===== config.mk =====
export PLATFORM = sky130hd
export DESIGN_NAME = seg_scan_display_flat
export DESIGN_NICKNAME = d
export VERILOG_FILES = /design/src/rtl/seg_scan_display_if.sv /design/src/rtl/seg_scan_display.sv /design/src/flat_wrapper.sv
export SDC_FILE = /design/constraint.sdc
export NUM_CORES = 1
export LEC_CHECK = 0
export CORE_ASPECT_RATIO = 1.1
export CORE_UTILIZATION = 55
export CTS_CLUSTER_SIZE = 24
export DETAILED_ROUTE_END_ITERATION = 7
export GPL_TIMING_DRIVEN = 1
export PLACE_DENSITY = 0.77
export SLEW_MARGIN = 25
export SYNTH_ARGS = -nofsm -noshare
export SYNTH_HDL_FRONTEND = slang
export SYNTH_SLANG_ARGS = --single-unit

===== constraint.sdc =====
create_clock -name CP -period 4.2 [get_ports CP]
set_input_delay 1.05 -clock CP [delete_from_list [all_inputs] [get_ports CP]]
set_output_delay 1.05 -clock CP [all_outputs]
set_load 0.005 [all_outputs]

===== src/rtl/seg_scan_display_if.sv =====
// +----------------------------------------------------------------------+
// | seg_scan_display_if : BCD time in, multiplexed 7-segment drive out   |
// | Rev 1.0                                                              |
// +----------------------------------------------------------------------+
`default_nettype none

interface seg_scan_display_if;
  logic       EN;
  logic [7:0] hour;
  logic [7:0] minute;
  logic [7:0] second;
  logic       lz_blank;
  logic [2:0] blink_sel;
  logic [5:0] an;
  logic [6:0] seg;
  logic       dp;

  modport master (
    output EN, hour, minute, second, lz_blank, blink_sel,
    input  an, seg, dp
  );

  modport slave (
    input  EN, hour, minute, second, lz_blank, blink_sel,
    output an, seg, dp
  );
endinterface

`default_nettype wire


===== src/rtl/seg_scan_display.sv =====
// +----------------------------------------------------------------------+
// | seg_scan_display : six-digit multiplexed common-anode scanner        |
// | Rev 1.0                                                              |
// +----------------------------------------------------------------------+
`default_nettype none

module seg_scan_display #(
  parameter int SCAN_DIV  = 100000,
  parameter int BLINK_DIV = 83
) (
  input  logic             CP,
  input  logic             CLR,
  seg_scan_display_if.slave bus
);

  localparam int            c_pw        = $clog2(SCAN_DIV);
  localparam int            c_fw        = (BLINK_DIV > 1) ? $clog2(BLINK_DIV) : 1;
  localparam logic [c_pw-1:0] c_pc_max  = c_pw'(SCAN_DIV - 1);
  localparam logic [c_fw-1:0] c_fc_max  = c_fw'(BLINK_DIV - 1);
  localparam logic [2:0]    c_last_slot = 3'd5;

  logic [c_pw-1:0] r_pc;
  logic [2:0]      r_idx;
  logic [23:0]     r_snap;
  logic [c_fw-1:0] r_fcnt;
  logic            r_phase;
  logic [5:0]      r_an;
  logic [6:0]      r_seg;
  logic            r_dp;

  logic            w_tick;
  logic            w_frame;
  logic [2:0]      w_idx_nxt;
  logic            w_phase_nxt;
  logic [23:0]     w_src;
  logic [3:0]      w_nib;
  logic            w_grp;
  logic            w_blank;
  logic            w_dp;

  function automatic logic [6:0] seg_decode(input logic [3:0] d);
    case (d)
      4'd0:    seg_decode = 7'b1000000;
      4'd1:    seg_decode = 7'b1111001;
      4'd2:    seg_decode = 7'b0100100;
      4'd3:    seg_decode = 7'b0110000;
      4'd4:    seg_decode = 7'b0011001;
      4'd5:    seg_decode = 7'b0010010;
      4'd6:    seg_decode = 7'b0000010;
      4'd7:    seg_decode = 7'b1111000;
      4'd8:    seg_decode = 7'b0000000;
      4'd9:    seg_decode = 7'b0010000;
      default: seg_decode = 7'b0111111;
    endcase
  endfunction

  always_comb begin
    w_tick      = bus.EN && (r_pc == c_pc_max);
    w_frame     = w_tick && (r_idx == c_last_slot);
    w_idx_nxt   = (r_idx == c_last_slot) ? 3'd0 : r_idx + 3'd1;
    // Blanking uses the phase in force after this edge so a frame is uniform.
    w_phase_nxt = r_phase ^ (w_frame && (r_fcnt == c_fc_max));
    // Slot 0 is shown on the capture edge itself, before the snapshot lands.
    w_src       = w_frame ? {bus.hour, bus.minute, bus.second} : r_snap;

    case (w_idx_nxt)
      3'd0:    w_nib = w_src[3:0];
      3'd1:    w_nib = w_src[7:4];
      3'd2:    w_nib = w_src[11:8];
      3'd3:    w_nib = w_src[15:12];
      3'd4:    w_nib = w_src[19:16];
      default: w_nib = w_src[23:20];
    endcase

    case (w_idx_nxt)
      3'd0, 3'd1: w_grp = bus.blink_sel[0];
      3'd2, 3'd3: w_grp = bus.blink_sel[1];
      default:    w_grp = bus.blink_sel[2];
    endcase

    w_blank = ((w_idx_nxt == c_last_slot) && bus.lz_blank && (w_nib == 4'd0))
              || (w_grp && w_phase_nxt);
    w_dp    = ~(~w_blank && ((w_idx_nxt == 3'd2) || (w_idx_nxt == 3'd4)) && ~r_snap[0]);
  end

  always_ff @(posedge CP or posedge CLR) begin
    if (CLR) begin
      r_pc    <= '0;
      r_idx   <= c_last_slot;
      r_snap  <= '0;
      r_fcnt  <= '0;
      r_phase <= 1'b0;
    end else if (w_tick) begin
      r_pc  <= '0;
      r_idx <= w_idx_nxt;
      if (w_frame) begin
        r_snap  <= {bus.hour, bus.minute, bus.second};
        r_fcnt  <= (r_fcnt == c_fc_max) ? '0 : r_fcnt + c_fw'(1);
        r_phase <= w_phase_nxt;
      end
    end else if (bus.EN) begin
      r_pc <= r_pc + c_pw'(1);
    end
  end

  always_ff @(posedge CP or posedge CLR) begin
    if (CLR) begin
      r_an  <= 6'h3F;
      r_seg <= 7'h7F;
      r_dp  <= 1'b1;
    end else if (w_tick) begin
      r_an  <= w_blank ? 6'h3F : ~(6'd1 << w_idx_nxt);
      r_seg <= w_blank ? 7'h7F : seg_decode(w_nib);
      r_dp  <= w_dp;
    end else if (!bus.EN) begin
      r_an  <= 6'h3F;
      r_seg <= 7'h7F;
      r_dp  <= 1'b1;
    end
  end

  assign bus.an  = r_an;
  assign bus.seg = r_seg;
  assign bus.dp  = r_dp;

endmodule

`default_nettype wire


===== src/flat_wrapper.sv =====
// flat-port wrapper written by rule: the top's interface ports become plain ports
module seg_scan_display_flat 
#(
  parameter int SCAN_DIV  = 100000,
  parameter int BLINK_DIV = 83
)
  (CP, CLR, bus_EN, bus_hour, bus_minute, bus_second, bus_lz_blank, bus_blink_sel, bus_an, bus_seg, bus_dp);
  seg_scan_display_if bus_i ();
  input  logic CP;
  input  logic CLR;
  input wire logic [$bits(bus_i.EN)-1:0] bus_EN;
  input wire logic [$bits(bus_i.hour)-1:0] bus_hour;
  input wire logic [$bits(bus_i.minute)-1:0] bus_minute;
  input wire logic [$bits(bus_i.second)-1:0] bus_second;
  input wire logic [$bits(bus_i.lz_blank)-1:0] bus_lz_blank;
  input wire logic [$bits(bus_i.blink_sel)-1:0] bus_blink_sel;
  output wire logic [$bits(bus_i.an)-1:0] bus_an;
  output wire logic [$bits(bus_i.seg)-1:0] bus_seg;
  output wire logic [$bits(bus_i.dp)-1:0] bus_dp;
  assign bus_i.EN = bus_EN;
  assign bus_i.hour = bus_hour;
  assign bus_i.minute = bus_minute;
  assign bus_i.second = bus_second;
  assign bus_i.lz_blank = bus_lz_blank;
  assign bus_i.blink_sel = bus_blink_sel;
  assign bus_an = bus_i.an;
  assign bus_seg = bus_i.seg;
  assign bus_dp = bus_i.dp;
  seg_scan_display #(.SCAN_DIV(SCAN_DIV), .BLINK_DIV(BLINK_DIV)) u_core (.CP(CP), .CLR(CLR), .bus(bus_i));
endmodule

==> results of run 1 <==
==> cell families (layout without fill, tap and decap cells) <==
group           count (synthesis)  after routing  share of synthesized area
buf+inv                        24             82                     0.0286
compound gates                 72             72                      0.159
fa+ha+maj                       8              8                     0.0290
mux                            12             12                     0.0366
flops                          66             66                      0.484
xor+xnor                       19             19                     0.0482
simple gates                  144            144                      0.214
==> Yosys cell counts (3+ instances only) <==
master	instances
mux2_2	5
and4_1	3
o211ai_1	4
xor2_1	7
a21oi_1	8
inv_1	14
nand3_1	18
xnor2_1	12
and3_1	4
nor2_1	21
o21ai_0	15
clkbuf_1	6
nand4_1	6
ha_1	8
a31oi_1	7
dfstp_2	16
dfrtp_1	50
mux2i_1	7
o22ai_1	3
nand2_1	70
and2_1	3
o21a_1	3
o2111ai_1	4
==> power breakdown <==
group          total (mW)  internal [mW]  switching, mW
clock               0.613          0.351          0.261
sequential          0.695          0.658         0.0368
combinational       0.105         0.0596         0.0451
==> layout by cell type, fill, tap and decap left out, types with 3 or more instances in the layout <==
master and instances:
o211ai_1 4, mux2i_1 7, a21oi_1 8, buf_4 8, nand2_1 70, clkbuf_8 10, clkdlybuf4s50_1 44, xnor2_1 12
ha_1 8, a31oi_1 7, o22ai_1 3, nand4_1 6, xor2_1 7, nor2_1 21, dfrtp_1 50, inv_1 13
dfstp_2 16, and2_1 3, o21ai_0 15, and3_1 4, and4_1 3, nand3_1 18, o21a_1 3, mux2_2 5
o2111ai_1 4
==> worst reg2reg max path, stage by stage, from the launching register on <==
cell and delay, ps:
dfrtp_1 730, inv_1 350, nor3_1 590, a32o_1 240, o32ai_1 100, buf_4 160
ha_1 200, and3_1 240, a31o_1 260, o32a_1 280
==> how the worst max path moves through the flow <==
| stage | to | slack, ps |
|---|---|---|
| finish | u_core.bus.seg[5]$_DFFE_PP1P_ | 630 |
| global placement | u_core.bus.seg[5]$_DFFE_PP1P_ | 430 |
| CTS | u_core.bus.seg[5]$_DFFE_PP1P_ | 650 |
| detailed placement | u_core.bus.seg[5]$_DFFE_PP1P_ | 340 |
| floorplan | u_core.bus.seg[5]$_DFFE_PP1P_ | 900 |
| global route | u_core.bus.seg[3]$_DFFE_PP1P_ | 470 |
==> layout make-up <==
type,count,area [sq um]
well taps,77,96.3
multi-input cells,255,1690
inverters,14,55.1
clock buffers,10,138
fillers,445,1680
clock inverters,6,90.1
flip-flops and latches,66,1670
repair buffers,52,500
==> through the flow <==
| stage | instances | worst slack, ps | hold WS [ps] | power [mW] |
|---|---|---|---|---|
| 6_report | 480 | 634 | 483 | 1.41 |
| 5_1_grt | 480 | 474 | 507 | 1.47 |
| 4_1_cts | 480 | 653 | 481 | 1.42 |
| 3_5_place_dp | 464 | 341 | 463 | 0.811 |
| 3_3_place_gp | 464 | 428 | 460 | 0.807 |
| 2_1_floorplan | 345 | 900 | 440 | 0.759 |
==> flip-flops by register name (all words and copies together) (netlist names) <==
register	cells
u_core.r_snap	24
u_core.bus.an	6
u_core.r_fcnt	7
u_core.bus.seg	7
u_core.r_pc	17
u_core.bus.dp	1
u_core.r_idx	3
u_core.r_phase	1
==> routing by layer <==
metal	share of wire	vias to the layer above	routed length [um]
met5	0	-	0
met4	0.022	0	172
met2	0.47	108	3670
li1	-	1334	-
met3	0.059	17	465
met1	0.45	1368	3540
==> out/metrics.yaml, run 1 <==
status:
  status: "completed"
floorplan:
  rows: 29
  ios: 45
  start_util: 0.584
  die_x_um: 77.6
  core_area_sq_um: 5910
  die_area_sq_um: 6600
  die_h_um: 85.1
logic_synthesis:
  synthesis.area_sq_um: 3450
  syn_area_per_cell_sq_um: 10.0
  yosysWarnings: 0
  syn_inst: 345
  synth_nets: 384
  synthArstFlopShare: 1.00
  synth.area.top_cells: "dfrtp_1 (36%), dfstp_2 (12%), nand2_1 (7.6%)"
  ys.flop_type: "dfrtp_1"
  yosysTopAreaCell: "dfrtp_1"
  synth_cell_types: 68
  synth-seq-cells: 66
  ys_seq_area_frac: 0.484
  yosysTopAreaCellShare: 0.362
  synth_edf_count: 0
critical_path:
  start_kind: "input pin"
  crit_chain: "clkdlybuf4s50_1 -> and4_1 -> nand3_2 -> nor2_4 -> mux2_2 -> a211oi_2 -> buf_4 -> inv_1 -> ha_1 -> inv_1 -> o211ai_1 -> a21boi_0 -> o221a_2"
  endpoint_kind: "flip-flop"
  startpoint: "bus_EN"
  critPathMaxFanout: 9
  path_delay_family: "compound AO/OA/AOI/OAI gates"
  worst-endpoint-required_ps: 4490
  cp_slowest_stage_delay_ps: 470
  r2r_cells: 9
  critPathMostFrequentCell: "inv_1"
  path_class: "in -> reg"
  timing.rr.end: "u_core.bus.dp$_DFFE_PP1P_"
  rrSetupSlack_ps: 980
  critPathBufInv: 4
  cp_slowest_cell: "clkdlybuf4s50_1"
  timing.rr.start: "u_core.r_idx[1]$_DFFE_PP0N_"
  cp.depth: 13
  arrival_ps: 3850
timing:
  hold_violations: 0
  slew_viol_final: 0
  worstMarginPinSlew_ps: 651
  fin_tns_setup_ps: 0
  rsz0062_at_grt: "no"
  finalCritPeriodShare: 0.849
  max_slew_margin: 0.563
  max_freq_mhz: 280
  setup_viol: 0
  period_minus_slack_ps: 3570
  skew_ps: 9.60
cts:
  post-cts-setup-buffers: 0
  clkLatencyLatePin_ps: 350
  cts_buffers: 9
  h-tree-depth: 3
  cts.path.max_buffers: 2
  ctsResizeCount: 0
  cts_tree: "yes"
  cts_hold_buffers: 0
  numClockSinks: 66
  root_buffer: "clkbuf_8"
  clkSlewWorstSetupHoldPaths_ps: 70
global_route:
  overflow: 0
  grt_antenna_before_repair: 0
  grt_usage: 0.267
  met1_usage: 0.379
  grtUsageMet3: 0.0398
  grt_pass1_wl_um: 13500
  grt_max_degree: 53
  use_met2: 0.405
  grt_pass1_vias: 2732
  busiest_layer: "met2"
power:
  vdd_ir_drop_max_uv: 216
  p_per_area_nw_per_um2: 333
  p_leak_nw: 1.94
layout:
  n_antenna_cell: 0
  syn2layout_area_growth_pct: 22.7
  design_area_sq_um: 4240
  postLayoutCoreUtil: 0.717
  final_layout_size_suffix_gt1_frac: 0.164
  fin_nets: 437
place:
  portBuffers: 44
  place_hpwl_um: 5470
  place_congestion: 0.925
  dpl-instance-area_sq_um: 4010
worst_hold_path:
  hold_depth: 2
  hold_start: "u_core.r_snap[14]$_DFFE_PP0N_"
  worstHoldPathType: "reg -> reg"
  hold_path_end: "u_core.r_snap[14]$_DFFE_PP0N_"
routing:
  dr.pass1.iters: 5
  final_antenna_net_count: 0
  drc: 0
  route.detailed.vias_per_inst: 5.89
  dr.first_iter.drc_count: 355
  wirelength_um: 7850
  post_drt_wl_per_cell_um: 16.4
  via_count: 2827
job:
  max_cap_viol_count: 0
Power figures use the tool's default switching activity.
==> inputs of run 2 (changes only) <==
--- a/config.mk
+++ b/config.mk
@@ -6,11 +6,11 @@
 export NUM_CORES = 1
 export LEC_CHECK = 0
 export CORE_ASPECT_RATIO = 1.1
-export CORE_UTILIZATION = 55
+export CORE_UTILIZATION = 50
 export CTS_CLUSTER_SIZE = 24
 export DETAILED_ROUTE_END_ITERATION = 7
 export GPL_TIMING_DRIVEN = 1
-export PLACE_DENSITY = 0.77
+export PLACE_DENSITY = 0.73
 export SLEW_MARGIN = 25
 export SYNTH_ARGS = -nofsm -noshare
 export SYNTH_HDL_FRONTEND = slang
==> constraint.sdc (replaced) <==
create_clock -name CP -period 3 [get_ports CP]
set_input_delay 0.75 -clock CP [delete_from_list [all_inputs] [get_ports CP]]
set_output_delay 0.75 -clock CP [all_outputs]
set_load 0.005 [all_outputs]
==> run 2 against run 1 <==
Utilization down 3.0 points. Combinational power rose by 59%. Critical path type unchanged. Critical path depth is 1 lower. Largest cell class unchanged. Sequential share of layout area is 2.8 points lower.
==> out/metrics.yaml, run 2 (synthesis gave the netlist of run 1 again) <==
cts:
  root_buffer: "clkbuf_8"
  clkLatencyLatePin_ps: 340  # about the same
  cts_hold_buffers: 0  # unchanged
  h-tree-depth: 3  # unchanged
  cts_buffers: 9  # unchanged
  cts_tree: "yes"
  numClockSinks: 66  # unchanged
  cts.path.max_buffers: 2  # unchanged
  clkSlewWorstSetupHoldPaths_ps: 70  # about the same
timing:
  skew_ps: 8.80  # -0.808 ps
  max_freq_mhz: 357
  rsz0062_at_grt: "no"
  hold_violations: 0  # unchanged
  max_slew_margin: 0.685  # +0.122
  slew_viol_final: 0  # unchanged
  finalCritPeriodShare: 0.933
  period_minus_slack_ps: 2800
  setup_viol: 0  # unchanged
  worstMarginPinSlew_ps: 467  # -184 ps
routing:
  wirelength_um: 8460  # +7.8%
  drc: 0  # unchanged
  dr.pass1.iters: 4  # -1
  dr.first_iter.drc_count: 195  # -45%
  post_drt_wl_per_cell_um: 16.2  # -1.1%
  route.detailed.vias_per_inst: 5.64  # -4.3%
  final_antenna_net_count: 0  # unchanged
  via_count: 2949  # +4.3%
floorplan:
  die_x_um: 81.2  # +4.8%
  core_area_sq_um: 6630  # +12%
  rows: 31  # +6.9%
  die_h_um: 89.2  # +4.8%
  die_area_sq_um: 7240  # +9.7%
  start_util: 0.521  # -0.0632
  ios: 45  # unchanged
layout:
  largestRegisters: "u_core.r_snap x24, u_core.r_pc x17"
  final_cells: 523  # +9.0%
  regMostFlops: "u_core.r_snap"
  mostFrequentLayoutCell: "nand2_1"
  syn2layout_area_growth_pct: 31.9
  n_antenna_cell: 0  # unchanged
  final_layout_size_suffix_gt1_frac: 0.243  # +0.0789
  largest_reg_flops: 24  # unchanged
  fin_nets: 475  # +8.7%
  layout_common_cells: "nand2_1 (70), dfrtp_1 (50), buf_4 (45)"
critical_path:
  critPathMostFrequentCell: "buf_4"
  cp_slowest_stage_delay_ps: 360  # -110 ps
  critPathMaxFanout: 4  # -5
  path_class: "in -> reg"
  cp.depth: 12  # -1
  crit_chain: "dlygate4sd2_1 -> and4_4 -> nand3_2 -> nor2_4 -> mux2_2 -> o32ai_1 -> buf_4 -> ha_2 -> and3_4 -> buf_4 -> a31oi_1 -> a21oi_1"
  cp_slowest_cell: "mux2_2"
  start_kind: "input pin"
  r2r_cells: 12  # +3
  worst-endpoint-required_ps: 3270  # -1220 ps
  endpoint_kind: "flip-flop"
  critPathBufInv: 3  # -1
  path_delay_family: "simple AND/OR/NAND/NOR gates"
  arrival_ps: 3060  # -790 ps
place:
  place_hpwl_um: 6000  # +9.6%
  place_congestion: 0.888  # -4.0%
  dp_cells: 504  # +8.6%
  portBuffers: 44  # unchanged
job:
  max_cap_viol_count: 0  # unchanged
global_route:
  grt_max_degree: 67  # +26%
  busiest_layer: "met2"
  met1_usage: 0.362  # -0.0168
  grt_antenna_before_repair: 0  # unchanged
  overflow: 0  # unchanged
  grtUsageMet3: 0.0429  # +0.00307
  grt_usage: 0.266  # -0.000445
  grt_pass1_vias: 2931  # +7.3%
  grt_pass1_wl_um: 14300  # +6.1%
  use_met2: 0.406  # +0.000987
status:
  status: "completed"
power:
  total_power_mw: 1.96  # +39%
  p_per_area_nw_per_um2: 431  # +29%
  vdd_ir_drop_max_uv: 269  # +25%
  p_leak_nw: 2.13  # +9.7%
worst_hold_path:
  hold_depth: 2  # unchanged
  worstHoldPathType: "reg -> reg"
==> run 2: layer usage <==
metal  wire length, um  share of wire
met4               302          0.036
met5                 0              0
met1              3770           0.45
met3               477          0.056
met2              3900           0.46
==> run 2: worst paths after layout <==
path	end	start	slack, ps
max in group asynchronous	u_core.r_idx[0]$_DFFE_PP1N_	CLR	1870
setup / recovery	u_core.bus.an[0]$_DFFE_PP1P_	bus_EN	200
setup reg to reg	u_core.bus.an[0]$_DFFE_PP1P_	u_core.r_pc[0]$_DFFE_PP0P_	200
hold / removal	u_core.r_snap[10]$_DFFE_PP0N_	u_core.r_snap[10]$_DFFE_PP0N_	470
min in group asynchronous	u_core.r_pc[2]$_DFFE_PP0P_	CLR	780
hold reg to reg	u_core.r_snap[10]$_DFFE_PP0N_	u_core.r_snap[10]$_DFFE_PP0N_	470
==> run 2: final cells by class <==
| type | instances | area, sq um |
|---|---|---|
| clock buffer | 11 | 141 |
| fill | 507 | 2080 |
| multi-input combinational | 255 | 1710 |
| tap | 82 | 103 |
| inverter | 14 | 52.6 |
| timing repair buffer | 90 | 797 |
| sequential | 66 | 1670 |
| clock inverter | 5 | 77.6 |
==> run 2: what timing repair did <==
item                       4_1_cts  5_1_grt
buffers inserted                 3        0
gates resized for setup          8        1
setup endpoints to repair       11        8
pin swaps                        5        1
==> run 2: power breakdown <==
part	total [mW]	internal (mW)	switching [mW]
Sequential	0.967	0.922	0.0453
Combinational	0.167	0.0942	0.0731
Clock	0.828	0.488	0.340
Total	1.96	1.50	0.459
==> run 2: through the flow <==
stage | hold slack (ps) | area (sq um) | setup WS, ps | setup TNS, ps | utilization
finish | 475 | 4560 | 201 | 0 | 0.687
global route | 501 | 4560 | 4.73 | 0 | 0.687
CTS | 481 | 4550 | 193 | 0 | 0.686
detailed placement | 463 | 4290 | -524 | -5320 | 0.646
global placement | 461 | 4290 | -405 | -4130 | 0.646
floorplan | 440 | 3450 | 0.267 | 0 | -
==> run 2: tightest hold or removal path, delay by kind of cell (launching register included) <==
| family | cells | cell delay (ps) |
|---|---|---|
| flip-flops | 1 | 340 |
| AND/OR/NAND/NOR | 2 | 100 |
